$ cat config.mk
export PLATFORM = sky130hd
export DESIGN_NAME = lcd_bus_ctrl
export DESIGN_NICKNAME = d
export VERILOG_FILES = /design/src/rtl/lcd_bus_ctrl.sv
export SDC_FILE = /design/constraint.sdc
export NUM_CORES = 1
export LEC_CHECK = 0
export BUFFER_PORTS_ARGS = -buffer_cell sky130_fd_sc_hd__buf_2
export CAP_MARGIN = 15
export CORE_AREA = 2 2 76 78
export CTS_BUF_LIST = sky130_fd_sc_hd__clkbuf_2
export DETAILED_ROUTE_END_ITERATION = 8
export DIE_AREA = 0 0 78 80
export PLACE_DENSITY_LB_ADDON = 0.05
export REMOVE_ABC_BUFFERS = 1
export SYNTH_ARGS = -nofsm -noshare
export SYNTH_HDL_FRONTEND = slang
export SYNTH_SLANG_ARGS = --single-unit
$ cat constraint.sdc
create_clock -name clock_i -period 2.8 [get_ports clock_i]
set_input_delay 0.56 -clock clock_i [delete_from_list [all_inputs] [get_ports clock_i]]
set_output_delay 0.56 -clock clock_i [all_outputs]
set_load 0.01 [all_outputs]
$ cat src/rtl/lcd_bus_ctrl.sv
// lcd_bus_ctrl: write-only HD44780-style 8-bit bus sequencer fed by a
// valid/ready stream of {rs, db[7:0]} words. One shared down-counter times
// power-up, setup, E pulse, hold and command execution wait.
// Optional feature macro: LCD_INIT_SEQ_EN (built-in 0x38/0x0C/0x06/0x01
// init sequence issued after power-up, before the stream is accepted).
module lcd_bus_ctrl #(
   parameter int unsigned CNT_W      = 20,
   parameter int unsigned T_POWERUP  = 750000,
   parameter int unsigned T_SETUP    = 2,
   parameter int unsigned T_EN_HIGH  = 12,
   parameter int unsigned T_HOLD     = 2,
   parameter int unsigned T_CMD_WAIT = 2000,
   parameter int unsigned T_CLR_WAIT = 80000
) (
   input  logic       clock_i,
   input  logic       rstn_i,
   input  logic [8:0] data_i,
   input  logic       valid_i,
   output logic       ready_o,
   output logic       lcd_rs_o,
   output logic       lcd_rw_o,
   output logic       lcd_e_o,
   output logic [7:0] lcd_db_o,
   output logic       busy_o,
   output logic       init_done_o
);

   // Elaboration-time range check: every timing value must fit the counter and be non-zero
   if ((T_POWERUP == 0) || (T_SETUP == 0) || (T_EN_HIGH == 0) || (T_HOLD == 0) ||
       (T_CMD_WAIT == 0) || (T_CLR_WAIT == 0) ||
       ((64'(T_POWERUP)  >> CNT_W) != 64'd0) || ((64'(T_SETUP)    >> CNT_W) != 64'd0) ||
       ((64'(T_EN_HIGH)  >> CNT_W) != 64'd0) || ((64'(T_HOLD)     >> CNT_W) != 64'd0) ||
       ((64'(T_CMD_WAIT) >> CNT_W) != 64'd0) || ((64'(T_CLR_WAIT) >> CNT_W) != 64'd0))
   begin : g_param_err
      $error("lcd_bus_ctrl: timing parameter is zero or does not fit in CNT_W bits");
   end

   // Counter reload values: a state lasting T cycles is loaded with T-1
   localparam logic [CNT_W-1:0] LD_PWRUP = CNT_W'(T_POWERUP - 1);
   localparam logic [CNT_W-1:0] LD_SETUP = CNT_W'(T_SETUP - 1);
   localparam logic [CNT_W-1:0] LD_EN    = CNT_W'(T_EN_HIGH - 1);
   localparam logic [CNT_W-1:0] LD_HOLD  = CNT_W'(T_HOLD - 1);
   localparam logic [CNT_W-1:0] LD_CMD   = CNT_W'(T_CMD_WAIT - 1);
   localparam logic [CNT_W-1:0] LD_CLR   = CNT_W'(T_CLR_WAIT - 1);

   typedef enum logic [2:0] {
      ST_PWRUP,
      ST_IDLE,
      ST_SETUP,
      ST_PULSE,
      ST_HOLD,
      ST_WAIT
   } state_t;

   state_t           r_state,     w_state_nxt;
   logic [CNT_W-1:0] r_cnt,       w_cnt_nxt;
   logic             r_rs,        w_rs_nxt;
   logic [7:0]       r_db,        w_db_nxt;
   logic             r_e,         w_e_nxt;
   logic             r_ready,     w_ready_nxt;
   logic             r_busy,      w_busy_nxt;
   logic             r_init_done, w_init_done_nxt;
   logic             w_cnt_zero;
   logic             w_is_clear;

`ifdef LCD_INIT_SEQ_EN
   logic [1:0]       r_init_idx,  w_init_idx_nxt;

   // Built-in init command table: function set, display on, entry mode, clear
   function automatic logic [7:0] init_cmd(input logic [1:0] idx);
      case (idx)
         2'd0:    init_cmd = 8'h38;
         2'd1:    init_cmd = 8'h0C;
         2'd2:    init_cmd = 8'h06;
         default: init_cmd = 8'h01;
      endcase
   endfunction
`endif

   assign w_cnt_zero = (r_cnt == '0);
   // Clear display / return home need the long execution wait
   assign w_is_clear = ~r_rs && (r_db[7:2] == 6'd0) && (r_db[1:0] != 2'd0);

   // Next-state, counter, bus and flag logic; outputs derive from the next state
   always_comb begin
      w_state_nxt     = r_state;
      w_cnt_nxt       = w_cnt_zero ? r_cnt : r_cnt - CNT_W'(1);
      w_rs_nxt        = r_rs;
      w_db_nxt        = r_db;
      w_init_done_nxt = r_init_done;
`ifdef LCD_INIT_SEQ_EN
      w_init_idx_nxt  = r_init_idx;
`endif
      case (r_state)
         ST_PWRUP: begin
            if (w_cnt_zero) begin
`ifdef LCD_INIT_SEQ_EN
               // Init commands run through the normal bus phases while init_done is low
               w_state_nxt    = ST_SETUP;
               w_cnt_nxt      = LD_SETUP;
               w_rs_nxt       = 1'b0;
               w_db_nxt       = init_cmd(2'd0);
               w_init_idx_nxt = 2'd0;
`else
               w_state_nxt     = ST_IDLE;
               w_init_done_nxt = 1'b1;
`endif
            end
         end
         ST_IDLE: begin
            if (valid_i && r_ready) begin
               w_state_nxt = ST_SETUP;
               w_cnt_nxt   = LD_SETUP;
               w_rs_nxt    = data_i[8];
               w_db_nxt    = data_i[7:0];
            end
         end
         ST_SETUP: begin
            if (w_cnt_zero) begin
               w_state_nxt = ST_PULSE;
               w_cnt_nxt   = LD_EN;
            end
         end
         ST_PULSE: begin
            if (w_cnt_zero) begin
               w_state_nxt = ST_HOLD;
               w_cnt_nxt   = LD_HOLD;
            end
         end
         ST_HOLD: begin
            if (w_cnt_zero) begin
               w_state_nxt = ST_WAIT;
               w_cnt_nxt   = w_is_clear ? LD_CLR : LD_CMD;
            end
         end
         ST_WAIT: begin
            if (w_cnt_zero) begin
               w_state_nxt = ST_IDLE;
`ifdef LCD_INIT_SEQ_EN
               if (!r_init_done) begin
                  if (r_init_idx == 2'd3) begin
                     w_init_done_nxt = 1'b1;
                  end else begin
                     w_state_nxt    = ST_SETUP;
                     w_cnt_nxt      = LD_SETUP;
                     w_init_idx_nxt = r_init_idx + 2'd1;
                     w_rs_nxt       = 1'b0;
                     w_db_nxt       = init_cmd(r_init_idx + 2'd1);
                  end
               end
`endif
            end
         end
         default: begin
            w_state_nxt = ST_PWRUP;
            w_cnt_nxt   = LD_PWRUP;
         end
      endcase
      w_ready_nxt = (w_state_nxt == ST_IDLE);
      w_busy_nxt  = (w_state_nxt != ST_IDLE);
      w_e_nxt     = (w_state_nxt == ST_PULSE);
   end

   // State, counter and registered outputs; reset drops E immediately
   always_ff @(posedge clock_i or negedge rstn_i) begin
      if (!rstn_i) begin
         r_state     <= ST_PWRUP;
         r_cnt       <= LD_PWRUP;
         r_rs        <= 1'b0;
         r_db        <= 8'h00;
         r_e         <= 1'b0;
         r_ready     <= 1'b0;
         r_busy      <= 1'b1;
         r_init_done <= 1'b0;
`ifdef LCD_INIT_SEQ_EN
         r_init_idx  <= 2'd0;
`endif
      end else begin
         r_state     <= w_state_nxt;
         r_cnt       <= w_cnt_nxt;
         r_rs        <= w_rs_nxt;
         r_db        <= w_db_nxt;
         r_e         <= w_e_nxt;
         r_ready     <= w_ready_nxt;
         r_busy      <= w_busy_nxt;
         r_init_done <= w_init_done_nxt;
`ifdef LCD_INIT_SEQ_EN
         r_init_idx  <= w_init_idx_nxt;
`endif
      end
   end

   assign ready_o     = r_ready;
   assign lcd_rs_o    = r_rs;
   assign lcd_rw_o    = 1'b0;
   assign lcd_e_o     = r_e;
   assign lcd_db_o    = r_db;
   assign busy_o      = r_busy;
   assign init_done_o = r_init_done;

endmodule

# Word level (Yosys, flattened, before mapping)
# Index checks and enable logic that the tools add are counted.
[word_totals]
regBits = 36
elab_cells = 41
[classes]
n_mux = 13
reduce_logical = 10
addsub = 1
bitwise = 1
eq_ne = 8
[op_table]
columns = ["cell", "n"]
rows = [
  ["20-bit 2-to-1 mux", 5],
  ["20-bit one-hot mux with 5 select lines", 1],
  ["20-bit zero test", 1],
  ["20-bit by 1-bit subtractor with 20-bit output (second input constant)", 1],
  ["17-bit 2-to-1 mux", 1],
  ["3-bit 2-to-1 mux", 5],
  ["3-bit one-hot mux with 5 select lines", 1],
  ["3-bit by 2-bit == test with 1-bit output (second input constant)", 3],
  ["3-bit by 1-bit == test with 1-bit output (second input constant)", 2],
  ["3-bit == test (second input constant)", 2],
  ["6-bit zero test", 1],
  ["2-bit AND reduction", 2],
  ["1-bit logical AND", 3],
  ["3-bit zero test", 1],
  ["3-bit by 1-bit inequality test with 1-bit output (second input constant)", 1],
  ["2-bit nonzero test", 1],
  ["2-bit OR reduction", 1],
  ["1-bit NOT", 1],
]

# Logic depth before layout (Yosys ltp)
[logic_depth]
word_depth = 6
depth_mapped = 12
depth_no_buf = 12

# Least setup slack after synthesis
# OpenSTA, ideal clock, no wires.
[synth_path]
path_type = "reg-to-reg"
startpoint = "register r_cnt[0]"
endpoint = "register r_cnt[0]"
n_path_buf = 0
stages_incl_launch_ff = 12
arrival_time_ns = 2.171
slack_ns = 0.556
required_time_ns = 2.727
cell_sequence = "dfstp_2 > inv_1 > ha_1 > nor3b_1 > nand4_2 > nor2_4 > inv_2 > ha_1 > o21ai_0 > a22oi_1 > nor2_1 > a21oi_1"
[synth_between]
elab_chain_len = 4
word_cells_on_any_way = 8
[synth_lines]
columns = ["item", "line", "source"]
rows = [
  ["start: declaration", "56", "logic [CNT_W-1:0] r_cnt, w_cnt_nxt;"],
  ["start signal: assignment", "180", "r_cnt <= w_cnt_nxt;"],
  ["20-bit by 1-bit subtractor with 20-bit output / 20-bit zero test (equally long branches)", "87, 80", ""],
  ["20-bit 2-to-1 mux", "87", "w_cnt_nxt = w_cnt_zero ? r_cnt : r_cnt - CNT_W'(1);"],
  ["20-bit 2-to-1 mux, on equally long branches", "n/a", ""],
  ["20-bit one-hot mux with 5 select lines (*)", "94", "case (r_state)"],
  ["via w_cnt_nxt[0]", "56", ""],
]
# The timed path passes the listed nets; every way through them passes the cells marked *.
# A chain may end at the register's enable or synchronous reset.

# Worst setup path in the final report
# Same ends and word-level chain as after synthesis.

==> flow_summary.toml <==
[floorplanning]
num_rows = 27
ios = 26
die_h_um = 80
start_util_pct = 38.9
die_w_um = 78
core_um2 = 5410
dieArea_um2 = 6240

[global_routing]
antenna_found_initial = 0
grt_use_total_pct = 18.6
overflow = 0
grt_pass1_wl_um = 8910
grt_max_degree = 37
grt_pass1_vias = 1713

[routing]
final_antenna_net_count = 0
dr.pass1.iters = 4
num_vias = 1745
wl_per_cell_um = 15.6
finalWirelength_um = 5120
first_iter_violations = 74
drcViolationCount = 0
viasPerCell = 5.30

[finish]
final_common_cell = "nand2_1"
multiInputGateArea_um2 = 1120
antennaDiodeCount = 0
area_growth_pct = 12.4
nNetsFinal = 271
fillers = 550
final_core_util_pct = 43.8
drive_gt1_share_pct = 24.5
seqCellArea_um2 = 918
layout_common_cells = "nand2_1 (39), buf_2 (24), dfrtp_1 (22)"

[worst_setup_path]
critPathRequiredTime_ns = 3.12
worstPathArrival_ns = 2.80
crit_fanout = 10
startpoint_type = "flip-flop"
crit_type = "reg -> reg"
end_kind = "flip-flop"

[synth]
synthesis.area_um2 = 2100
ys_seq_elements = 36
synthFlopType = "dfrtp_1"
ys.warnings.count = 0
synth_edf_count = 0
synth.distinct_cells = 54
synthCells = 226
syn_area_per_cell_um2 = 9.31
async_reset_ff_share_pct = 100
yosysSeqAreaShare_pct = 43.6

[timing]
fmax_ghz = 0.404
min_period_over_period_pct = 88.4
fin_skew_ns = 0.0115
rsz0062_at_grt = "false"
setup_viol = 0
drv_slew = 0
finalSetupTns_ns = 0
tightest_slew_ns = 0.819
timing.final.crit_period_ns = 2.47
relSlewSlack_pct = 45.3
finalHoldViolCount = 0

[placed_design]
port_buffers = 24
dp_hpwl_um = 3710
gp_congestion = 0.831

[clock_network]
cts-buffers-inserted = 5
insertion_delay_ns = 0.39
cts.htree.levels = 2
cts.sinks = 36
postCtsSetupBuffers = 0
clockRootBuffer = "clkbuf_2"
ctsHoldBuffers = 0
clk_pin_slew_ns = 0.18
clock_path_buffers = 2
cts_resized = 0
cts_tree = "yes"

[status]
status = "completed"

[run]
cap_violations = 0

[min_path]
holdCritPathClass = "in -> async"

[pwr]
power.density_nw_per_um2 = 326
switching_power_mw = 0.183
p_comb_share_pct = 2.3
leakagePower_nw = 1.02
power_frac_seq_pct = 67.7
clockPowerShare_pct = 30.0
power.internal_mw = 0.587
ir_drop_mv = 0.178
finalPower_mw = 0.770
p_sw_share_pct = 23.8
-- stage by stage --
step	setup WS, ns	instance area (um^2)	instances	hold slack [ns]
after floorplan	0.0357	2060	218	0.264
after global placement	0.425	2330	321	0.439
after detailed placement	0.395	2330	321	0.439
after CTS	0.352	2360	329	0.244
after global routing	0.0938	2360	329	0.263
final	0.326	2360	329	0.236
-- final cells by class --
type / count / share of cell area, %
flip-flops and latches: 36 / 38.8
clock inverters: 2 / 0.317
clock buffers: 6 / 1.27
well taps: 72 / 3.81
repair buffers: 31 / 7.30
inverters: 7 / 1.11
multi-input cells: 175 / 47.4
-- logic make-up (layout without fill, tap and decap cells) --
family / Yosys count / after routing / share of synthesized area, %
AOI/OAI and AO/OA: 47 / 47 / 15.9
muxes: 1 / 1 / 0.476
other: 1 / 1 / 0.178
xor gates and xnor gates: 14 / 14 / 5.83
buffers and inverters: 15 / 46 / 3.15
DFF: 36 / 36 / 43.6
and+or+nand+nor: 108 / 108 / 28.6
adders and majority gates: 4 / 4 / 2.26
-- power by group through the flow --
stage                     logic (mW)  registers [mW]  clock network [mW]
final                         0.0180           0.522               0.231
after global routing          0.0214           0.522               0.275
after CTS                     0.0192           0.522               0.253
after detailed placement      0.0191           0.530                   0
after global placement        0.0187           0.530                   0
after floorplan             0.000722           0.530                   0
-- worst paths after layout --
kind	startpoint	endpoint	slack, ns	cells after the start
hold reg to reg	init_done_o	init_done_o	0.47	1
min in group clock_i	data_i[6]	lcd_db_o[6]	0.34	3
setup / recovery	r_cnt[0]	r_cnt[0]	0.33	11
max in group asynchronous	rstn_i	r_cnt[6]	2.05	1
hold / removal	rstn_i	lcd_rs_o	0.24	1
setup reg to reg	r_cnt[0]	r_cnt[0]	0.33	11
-- routing by layer --
| metal | wire length [um] | share of wire [%] | GRT usage, % | vias up |
|---|---|---|---|---|
| li1 | - | - | - | 870 |
| met1 | 2480 | 49 | 26.0 | 838 |
| met2 | 2410 | 47 | 28.9 | 28 |
| met3 | 143 | 2.8 | 3.73 | 9 |
| met4 | 80 | 1.6 | 5.96 | 0 |
| met5 | 0 | 0 | 0 | - |
-- cells in the mapped netlist, drive strengths merged, types with 2 or more instances --
cell type	count	share of area (%)
dfrtp	22	26
buf	4	1.2
a211oi	2	0.71
nor3	14	3.3
o211ai	3	1.1
a21oi	9	2.7
o21a	3	1.1
inv	7	1.2
nor4	6	3.2
nand2	39	7.0
nand4	7	2.4
xor2	7	2.9
nor3b	3	1.1
o21ai	15	3.6
dfstp	14	17
o32ai	2	1.2
nand2b	3	0.89
or3b	2	0.83
and4	3	1.2
ha	3	1.8
clkbuf	4	0.71
nor2	18	3.6
a21o	2	0.71
xnor2	7	2.9
or4	2	1.1
nand3	6	1.4
a31oi	2	1.3
-- worst max-delay path, stage by stage (launching register included) --
cell and delay [ns]:
dfstp_2 0.43, inv_1 0.08, ha_1 0.14, nor3b_1 0.37, nand4_2 0.33, nor2_4 0.20, inv_2 0.12, ha_1 0.31
o21ai_0 0.07, a22oi_1 0.19, nor2_1 0.05, a21oi_1 0.14
-- flip-flops by register name, indices dropped and copies added (netlist names) --
| name | count |
|---|---|
| busy_o | 1 |
| init_done_o | 1 |
| lcd_db_o | 8 |
| lcd_e_o | 1 |
| lcd_rs_o | 1 |
| r_cnt | 20 |
| r_state | 3 |
| ready_o | 1 |
No activity file was read; power rests on OpenSTA's default activity.
